## src/rtl/spi_master_frame.sv

```systemverilog
// SPI mode-0 (CPOL=0, CPHA=0) MSB-first master: shifts one frame of FRAME_BYTES words from a TX buffer
// into an RX buffer inside a single cs_n window. Define SPI_MASTER_LOOPBACK_EN to sample mosi instead of miso.
module spi_master_frame #(
    parameter int  SPI_DATA_WIDTH = 8,
    parameter int  FRAME_BYTES    = 6,
    parameter int  CLK_DIV        = 4,
    localparam int ADDR_WIDTH     = (FRAME_BYTES > 1) ? $clog2(FRAME_BYTES) : 1
) (
    input  logic                      clk,
    input  logic                      rst,
    input  logic                      start,
    output logic                      busy,
    output logic                      done,
    input  logic                      tx_wr,
    input  logic [ADDR_WIDTH-1:0]     tx_addr,
    input  logic [SPI_DATA_WIDTH-1:0] tx_data,
    input  logic [ADDR_WIDTH-1:0]     rx_addr,
    output logic [SPI_DATA_WIDTH-1:0] rx_data,
    output logic                      sclk,
    output logic                      cs_n,
    output logic                      mosi,
    input  logic                      miso
);
    localparam int W     = SPI_DATA_WIDTH;
    localparam int CNT_W = (CLK_DIV > 1) ? $clog2(CLK_DIV) : 1;
    localparam int BIT_W = (W > 1) ? $clog2(W) : 1;
    localparam logic [CNT_W-1:0]      DIV_LAST  = CNT_W'(CLK_DIV - 1);
    localparam logic [BIT_W-1:0]      BIT_LAST  = BIT_W'(W - 1);
    localparam logic [ADDR_WIDTH-1:0] BYTE_LAST = ADDR_WIDTH'(FRAME_BYTES - 1);
    localparam logic [ADDR_WIDTH:0]   DEPTH     = (ADDR_WIDTH + 1)'(FRAME_BYTES);

    typedef enum logic [2:0] {IDLE, SETUP, SHIFT_HI, SHIFT_LO, HOLD} state_t;

    state_t                state;
    logic [CNT_W-1:0]      div_cnt;
    logic [BIT_W-1:0]      bit_idx;
    logic [ADDR_WIDTH-1:0] byte_idx;
    logic                  last_word;
    logic [W-1:0]          tx_shift;
    logic [W-1:0]          rx_shift;

    logic [W-1:0] tx_mem [FRAME_BYTES];
    logic [W-1:0] rx_mem [FRAME_BYTES];

    logic                  div_end;
    logic [CNT_W-1:0]      div_next;
    logic [ADDR_WIDTH-1:0] byte_next;
    logic [W-1:0]          tx_next;
    logic [W-1:0]          rx_next;
    logic                  sample_bit;
    logic                  tx_we;
    logic                  rx_we;

`ifdef SPI_MASTER_LOOPBACK_EN
    logic unused_miso;
    assign unused_miso = miso;
    assign sample_bit  = mosi;
`else
    assign sample_bit  = miso;
`endif

    assign div_end   = (div_cnt == DIV_LAST);
    assign div_next  = div_end ? '0 : div_cnt + 1'b1;
    assign byte_next = byte_idx + 1'b1;
    assign tx_next   = tx_shift << 1;
    assign rx_next   = (rx_shift << 1) | W'(sample_bit);

    // TX is frozen once a frame is running; RX word i lands on the falling edge that ends its last bit.
    assign tx_we = tx_wr && (state == IDLE) && ({1'b0, tx_addr} < DEPTH);
    assign rx_we = (state == SHIFT_HI) && div_end && (bit_idx == '0);

    // NOTE: the buffers have no reset so they map onto plain RAM; only control state is cleared by rst.
    always_ff @(posedge clk) begin
        if (tx_we) tx_mem[tx_addr]  <= tx_data;
        if (rx_we) rx_mem[byte_idx] <= rx_shift;
    end

    assign rx_data = ({1'b0, rx_addr} < DEPTH) ? rx_mem[rx_addr] : '0;

    // NOTE: all state and outputs update with <= so every register sees the pre-edge values of the others.
    always_ff @(posedge clk or posedge rst) begin
        if (rst) begin
            state     <= IDLE;
            sclk      <= 1'b0;
            cs_n      <= 1'b1;
            mosi      <= 1'b0;
            busy      <= 1'b0;
            done      <= 1'b0;
            div_cnt   <= '0;
            bit_idx   <= '0;
            byte_idx  <= '0;
            last_word <= 1'b0;
            tx_shift  <= '0;
            rx_shift  <= '0;
        end else begin
            done <= 1'b0;
            case (state)
                IDLE: begin
                    if (start) begin
                        state     <= SETUP;
                        cs_n      <= 1'b0;
                        busy      <= 1'b1;
                        tx_shift  <= tx_mem[0];
                        mosi      <= tx_mem[0][W-1];
                        div_cnt   <= '0;
                        bit_idx   <= BIT_LAST;
                        byte_idx  <= '0;
                        last_word <= 1'b0;
                    end
                end
                SETUP: begin
                    div_cnt <= div_next;
                    if (div_end) begin
                        sclk     <= 1'b1;
                        rx_shift <= rx_next;
                        state    <= SHIFT_HI;
                    end
                end
                SHIFT_HI: begin
                    div_cnt <= div_next;
                    if (div_end) begin
                        sclk  <= 1'b0;
                        state <= SHIFT_LO;
                        if (bit_idx != '0) begin
                            bit_idx  <= bit_idx - 1'b1;
                            tx_shift <= tx_next;
                            mosi     <= tx_next[W-1];
                        end else if (byte_idx != BYTE_LAST) begin
                            // Next word follows with no gap: its MSB goes out on this falling edge.
                            byte_idx <= byte_next;
                            bit_idx  <= BIT_LAST;
                            tx_shift <= tx_mem[byte_next];
                            mosi     <= tx_mem[byte_next][W-1];
                        end else begin
                            last_word <= 1'b1;
                        end
                    end
                end
                SHIFT_LO: begin
                    div_cnt <= div_next;
                    if (div_end) begin
                        if (last_word) begin
                            state <= HOLD;
                        end else begin
                            sclk     <= 1'b1;
                            rx_shift <= rx_next;
                            state    <= SHIFT_HI;
                        end
                    end
                end
                HOLD: begin
                    div_cnt <= div_next;
                    if (div_end) begin
                        cs_n  <= 1'b1;
                        busy  <= 1'b0;
                        done  <= 1'b1;
                        mosi  <= 1'b0;
                        state <= IDLE;
                    end
                end
                default: state <= IDLE;
            endcase
        end
    end
endmodule

```

## config.mk

```make
export PLATFORM = sky130hd
export DESIGN_NAME = spi_master_frame
export DESIGN_NICKNAME = d
export VERILOG_FILES = /design/src/rtl/spi_master_frame.sv
export SDC_FILE = /design/constraint.sdc
export NUM_CORES = 1
export LEC_CHECK = 0
export CAP_MARGIN = 5
export CORE_ASPECT_RATIO = 0.9
export CORE_MARGIN = 2
export CORE_UTILIZATION = 53
export DETAILED_ROUTE_END_ITERATION = 16
export PLACE_DENSITY = 0.82
export SLEW_MARGIN = 10
export SYNTH_ARGS = -nofsm -noshare
export SYNTH_HDL_FRONTEND = slang
export SYNTH_SLANG_ARGS = --single-unit
```

## constraint.sdc

```tcl
create_clock -name clk -period 2.75 [get_ports clk]
set_clock_uncertainty 0.15 [all_clocks]
set_input_delay 0.55 -clock clk [delete_from_list [all_inputs] [get_ports clk]]
set_output_delay 0.55 -clock clk [all_outputs]
set_load 0.005 [all_outputs]
```

==> results_dict.tcl, run 1 <==
set metrics [dict create \
    outcome "finished clean" \
    fin_crit_sh_pct 97.9 \
    dpl-instance-area_mm2 0.00603 \
    die-area_mm2 0.0111 \
    place.port_buffers 31 \
    layout-area-overhead-vs-synth_pct 22.3 \
    num_antenna_cells 0 \
    min_from "div_cnt[0]$_DFFE_PP0P_" \
    grt_pass1_wl_um 17300 \
    dp_cells 529 \
    ys_warn_count 0 \
    drive_gt1_share_pct 22.1 \
    hp-class "flop to flop" \
    synth_top_family_by_area "multiplexers" \
    grt-ovfl-total 0 \
    hold_violations 0 \
    finalMaxSlewViolations 0 \
    pin_count 32 \
    wl_um 10700 \
    layout_setup_ws_ns 0.0568 \
    core_mm2 0.0101 \
    grt_start_max_net_pins 33 \
    power.leakage_uw 0.00246 \
    cts_hold_buf 0 \
    synth_area_mm2 0.00546 \
    cts-buffers-inserted 17 \
    synth_compound_area_share_pct 8.00 \
    rr_startpoint "byte_idx[1]$_DFFE_PP0P_" \
    end_kind "output pin" \
    rsz0062_at_grt "no" \
    slew_headroom_pct 63.5 \
    clockBufferDepth 2 \
    drv_cap 0 \
    antenna_found_initial 0 \
    netlist.area_leader.share_pct 52.8 \
    layout.cells.non_filler 563 \
    via_per_inst 5.82 \
    power_uw 6190 \
    synth_edf_count 96 \
    clock_latency_ns 0.41 \
    grt_use_met1_pct 25.8 \
    cp_data_required_time_ns 2.05 \
    busiest_layer "met2" \
    synth.distinct_cells 52 \
    worst_slew_pin_slew_ns 0.547 \
    dpl.hpwl_um 6860 \
    start_kind "primary input" \
    finalNetCount 445 \
    drt_iter0_drc 222 \
    post-route-drc-count 0 \
    max_freq_mhz 371 \
    post_cts_buffers 0 \
    synthSimpleGateAreaFrac_pct 7.52 \
    cp.arrival_ns 1.99 \
    ys.flop_type "edfxtp_1" \
    muxShareOfSynthArea_pct 12.0 \
    wl_per_cell_um 19.0 \
    setup_viol 0 \
    fin_crit_ns 2.69 \
    ys_seq_area_share_pct 67.5 \
    ys_ff_latch 128 \
    die_h_um 100 \
    dpl_worst_slack_ns -0.258 \
    ir_worst_vdd_uv 565 \
    syn_inst 363 \
    vias 3276 \
    stdcell_area_mm2 0.00668 \
    startpoint "rx_addr[0]" \
    initial_utilization_pct 54.0 \
    grt_util_met3_pct 5.25 \
    fillers 703 \
    setup_tns_ns 0 \
    seqCellArea_mm2 0.00368 \
    root_buffer "clkbuf_16" \
    path_max_fanout 8 \
    cts_tree "yes" \
    ant_nets 0 \
    htreeDepth 4 \
    synth_fp_nets 387 \
    synth-xor-area-share_pct 0.481 \
    drtPass1Iterations 5 \
    grt_usage_pct 20.5 \
    globalplace.congestion 0.790 \
    multiInputGateArea_mm2 0.00160 \
    synth_area_leaders "edfxtp_1 53%, dfrtp_1 14%, mux4_2 4.5%, mux2_2 2.9%, mux2i_1 2.8%" \
    worstSetupPathType "primary input to output pin" \
    clk_pin_slew_ns 0.06 \
    syn_area_per_cell_um2 15.0 \
    use_met2_pct 35.0 \
    synth_area_leader_cell "edfxtp_1" \
    std_cell_rows 35 \
    p_per_area_mw_per_mm2 927 \
    synth_fa_ha_area_share_pct 1.15 \
    dieWidth_um 111 \
    cts.sinks 128 \
    grt_pass1_vias 3428 \
    async_flop_share_pct 25.0 \
]
## timing repair
| item | CTS | global route |
|---|---|---|
| gates resized for setup | 9 | 4 |
| endpoints found under the hold margin | 0 | 0 |
| gates cloned | 2 | 0 |
| setup endpoints to repair | 8 | 4 |
| pin swaps | 0 | 0 |
## cells by family after synthesis
logic type | Yosys count
flops | 128
xor+xnor | 3
mux | 49
buf+inv | 38
fa+ha+maj | 5
simple gates | 75
compound gates | 65
## cells in the final DEF (no fill, tap or decap), drive strengths merged, types with 2 or more instances in the layout
master          n
a21oi          21
a31oi           8
a32oi           3
a41oi           4
buf            28
bufinv          2
clkbuf         17
clkdlybuf4s50  22
clkinv          3
clkinvlp        2
dfrtp          31
dlygate4sd2     4
dlymetal6s2s    4
edfxtp         96
ha              5
inv            25
mux2           23
mux2i          15
mux4           11
nand2          15
nand2b          5
nand3b          2
nand4           5
nor2           22
nor2b           3
nor3            9
nor4            5
o21ai           4
o22ai           9
o2bb2ai         5
o31ai           2
o32ai           2
or3             2
xor2            2
## layout make-up
type,count,area share (%)
sequential,128,55.2
multi-input combinational,197,23.9
inverter,17,0.955
timing repair buffer,60,8.58
clock inverter,15,2.62
clock buffer,17,6.37
tap,129,2.42
## power breakdown
group | internal [uW] | total [uW] | switching, uW
combinational | 608 | 1280 | 670
sequential | 2390 | 2650 | 259
clock | 1370 | 2260 | 897
total | 4360 | 6190 | 1830
## critical path: stages
cell and delay, ns:
clkdlybuf4s15_2 0.21, bufbuf_16 0.27, buf_4 0.18, mux2i_1 0.13, o22ai_1 0.13, clkdlybuf4s50_1 0.52
## path summary, 6_finish.rpt
path	to	slack, ns	cells past startpoint
worst max-delay path	rx_data[0]	0.06	6
worst min-delay path	div_cnt[0]$_DFFE_PP0P_	0.34	1
worst min register to register	div_cnt[0]$_DFFE_PP0P_	0.34	1
worst max register to register	tx_shift[0]$_DFFE_PP0P_	0.44	6
max in group asynchronous	cs_n$_DFFE_PP1P_	1.74	3
min in group asynchronous	div_cnt[1]$_DFFE_PP0P_	0.39	3
## routing by layer
metal | vias up | share of wire (%)
li1 | 1517 | -
met1 | 1635 | 43
met2 | 106 | 51
met3 | 18 | 4.3
met4 | 0 | 1.4
met5 | - | 0
## state kept, by name (all words and copies together) (netlist names), 2 cells and up
signal and cells:
byte_idx 3, rx_shift 8, div_cnt 2, tx_mem 48, state 3, bit_idx 3, rx_mem 48, tx_shift 7
## stage by stage
step                util (%)  hold WS, ns
finish                  66.0        0.341
global route            66.0        0.376
CTS                     65.9        0.343
detailed placement      59.6        0.333
global placement        59.6        0.313
floorplan                  -        0.311
## synthesized netlist by cell type (all sizes together), types with 8 or more instances
master	number
a21oi	21
a31oi	8
buf	16
dfrtp	31
edfxtp	96
inv	17
mux2	23
mux2i	15
mux4	11
nand2	15
nor2	22
nor3	9
o22ai	9
Power figures use the tool's default switching activity.
==> run 2, diff against run 1 <==
- CORE_UTILIZATION: 53 -> 50
- PLACE_DENSITY: 0.82 -> 0.78
==> results_dict.tcl, run 2 (synthesized netlist as in run 1, its figures left out) <==
set metrics [dict create \
    num_antenna_cells 0 \
    via_per_inst 5.70 \
    max_freq_mhz 379 \
    initial_utilization_pct 50.9 \
    worst_slew_pin_slew_ns 0.554 \
    drv_cap 0 \
    layout_setup_ws_ns 0.111 \
    final_core_util_pct 62.2 \
    grt-ovfl-total 0 \
    ant_nets 0 \
    pin_count 32 \
    worstSetupPathType "primary input to output pin" \
    hp-class "flop to flop" \
    power_uw 6060 \
    cts_hold_buf 0 \
    die_h_um 103 \
    final_common_cell "edfxtp_1" \
    cp.arrival_ns 1.94 \
    htreeDepth 4 \
    std_cell_rows 36 \
    setup_tns_ns 0 \
    dpl_worst_slack_ns -0.302 \
    outcome "finished clean" \
    layout-area-overhead-vs-synth_pct 22.2 \
    dpl-instance-area_mm2 0.00606 \
    cts_tree "yes" \
    antenna_found_initial 0 \
    core_mm2 0.0107 \
    cp_data_required_time_ns 2.05 \
    drtPass1Iterations 4 \
    globalplace.congestion 0.819 \
    cts.sinks 128 \
    dieWidth_um 114 \
    fillers 782 \
    finalMaxSlewViolations 0 \
    path_max_fanout 4 \
    reg.largest.list "rx_mem: 48 flops, tx_mem: 48 flops, rx_shift: 8 flops" \
    drt_iter0_drc 210 \
    start_kind "primary input" \
    ir_worst_vdd_uv 613 \
    drive_gt1_share_pct 22.6 \
    wl_per_cell_um 18.4 \
    finalNetCount 450 \
    vias 3258 \
    root_buffer "clkbuf_16" \
    clockBufferDepth 2 \
    wl_um 10500 \
    layout_common_cells "96 x edfxtp_1, 32 x buf_4, 31 x dfrtp_1" \
    stdcell_area_mm2 0.00667 \
    setup_viol 0 \
    grt_usage_pct 19.2 \
    clock_latency_ns 0.41 \
    dpl.hpwl_um 6870 \
    clk_pin_slew_ns 0.05 \
    place.port_buffers 31 \
    cts-buffers-inserted 17 \
    end_kind "output pin" \
    die-area_mm2 0.0118 \
    post-route-drc-count 0 \
    fin_crit_sh_pct 96.0 \
    slew_headroom_pct 63.1 \
    p_per_area_mw_per_mm2 909 \
    grt_pass1_vias 3264 \
    hold_violations 0 \
    grt_start_max_net_pins 33 \
    rsz0062_at_grt "no" \
    fin_crit_ns 2.64 \
    power.leakage_uw 0.00243 \
    grt_pass1_wl_um 16700 \
]
run 2: critical path, stage by stage:
cell             delay (ns)
clkdlybuf4s50_1        0.50
buf_4                  0.16
mux4_2                 0.31
inv_1                  0.08
o22ai_1                0.07
dlygate4sd2_1          0.28
run 2: cell type report:
type / instances / area [um^2] / share of cell area, %
Clock buffer: 17 / 425 / 6.38
Clock inverter: 15 / 145 / 2.18
Sequential cell: 128 / 3680 / 55.2
Timing Repair Buffer: 65 / 594 / 8.91
Multi-Input combinational cell: 197 / 1590 / 23.9
Inverter: 17 / 63.8 / 0.956
Tap cell: 133 / 166 / 2.49
run 2: power breakdown:
part	internal [uW]	total (uW)	switching (uW)
clock network	1320	2120	802
registers	2390	2670	277
logic	623	1270	650
run 2: timing repair:
item	in CTS	in global routing
endpoints found under the setup margin	8	0
resized for setup	11	0
buffers inserted	2	0
run 2: metrics by stage:
step,hold slack [ns],cells
after CTS,0.346,572
after global placement,0.314,537
after floorplan,0.311,363
after global routing,0.359,572
final,0.342,572
after detailed placement,0.338,537
run 2: path summary, 6_finish.rpt:
| path | start | endpoint | slack, ns | cells past startpoint |
|---|---|---|---|---|
| max | rx_addr[1] | rx_data[1] | 0.11 | 6 |
| min | div_cnt[0]$_DFFE_PP0P_ | div_cnt[0]$_DFFE_PP0P_ | 0.34 | 1 |
| max reg2reg | byte_idx[1]$_DFFE_PP0P_ | tx_shift[0]$_DFFE_PP0P_ | 0.48 | 6 |
| min reg2reg | div_cnt[0]$_DFFE_PP0P_ | div_cnt[0]$_DFFE_PP0P_ | 0.34 | 1 |
| max in group asynchronous | rst | cs_n$_DFFE_PP1P_ | 1.74 | 3 |
| min in group asynchronous | rst | div_cnt[1]$_DFFE_PP0P_ | 0.38 | 3 |
run 2: routing by layer:
layer	routed length [um]	share of wire [%]	track usage, %
met2	5310	51	31.7
met3	555	5.3	5.17
met5	0	0	0
met1	4540	43	24.8
met4	109	1.0	6.85
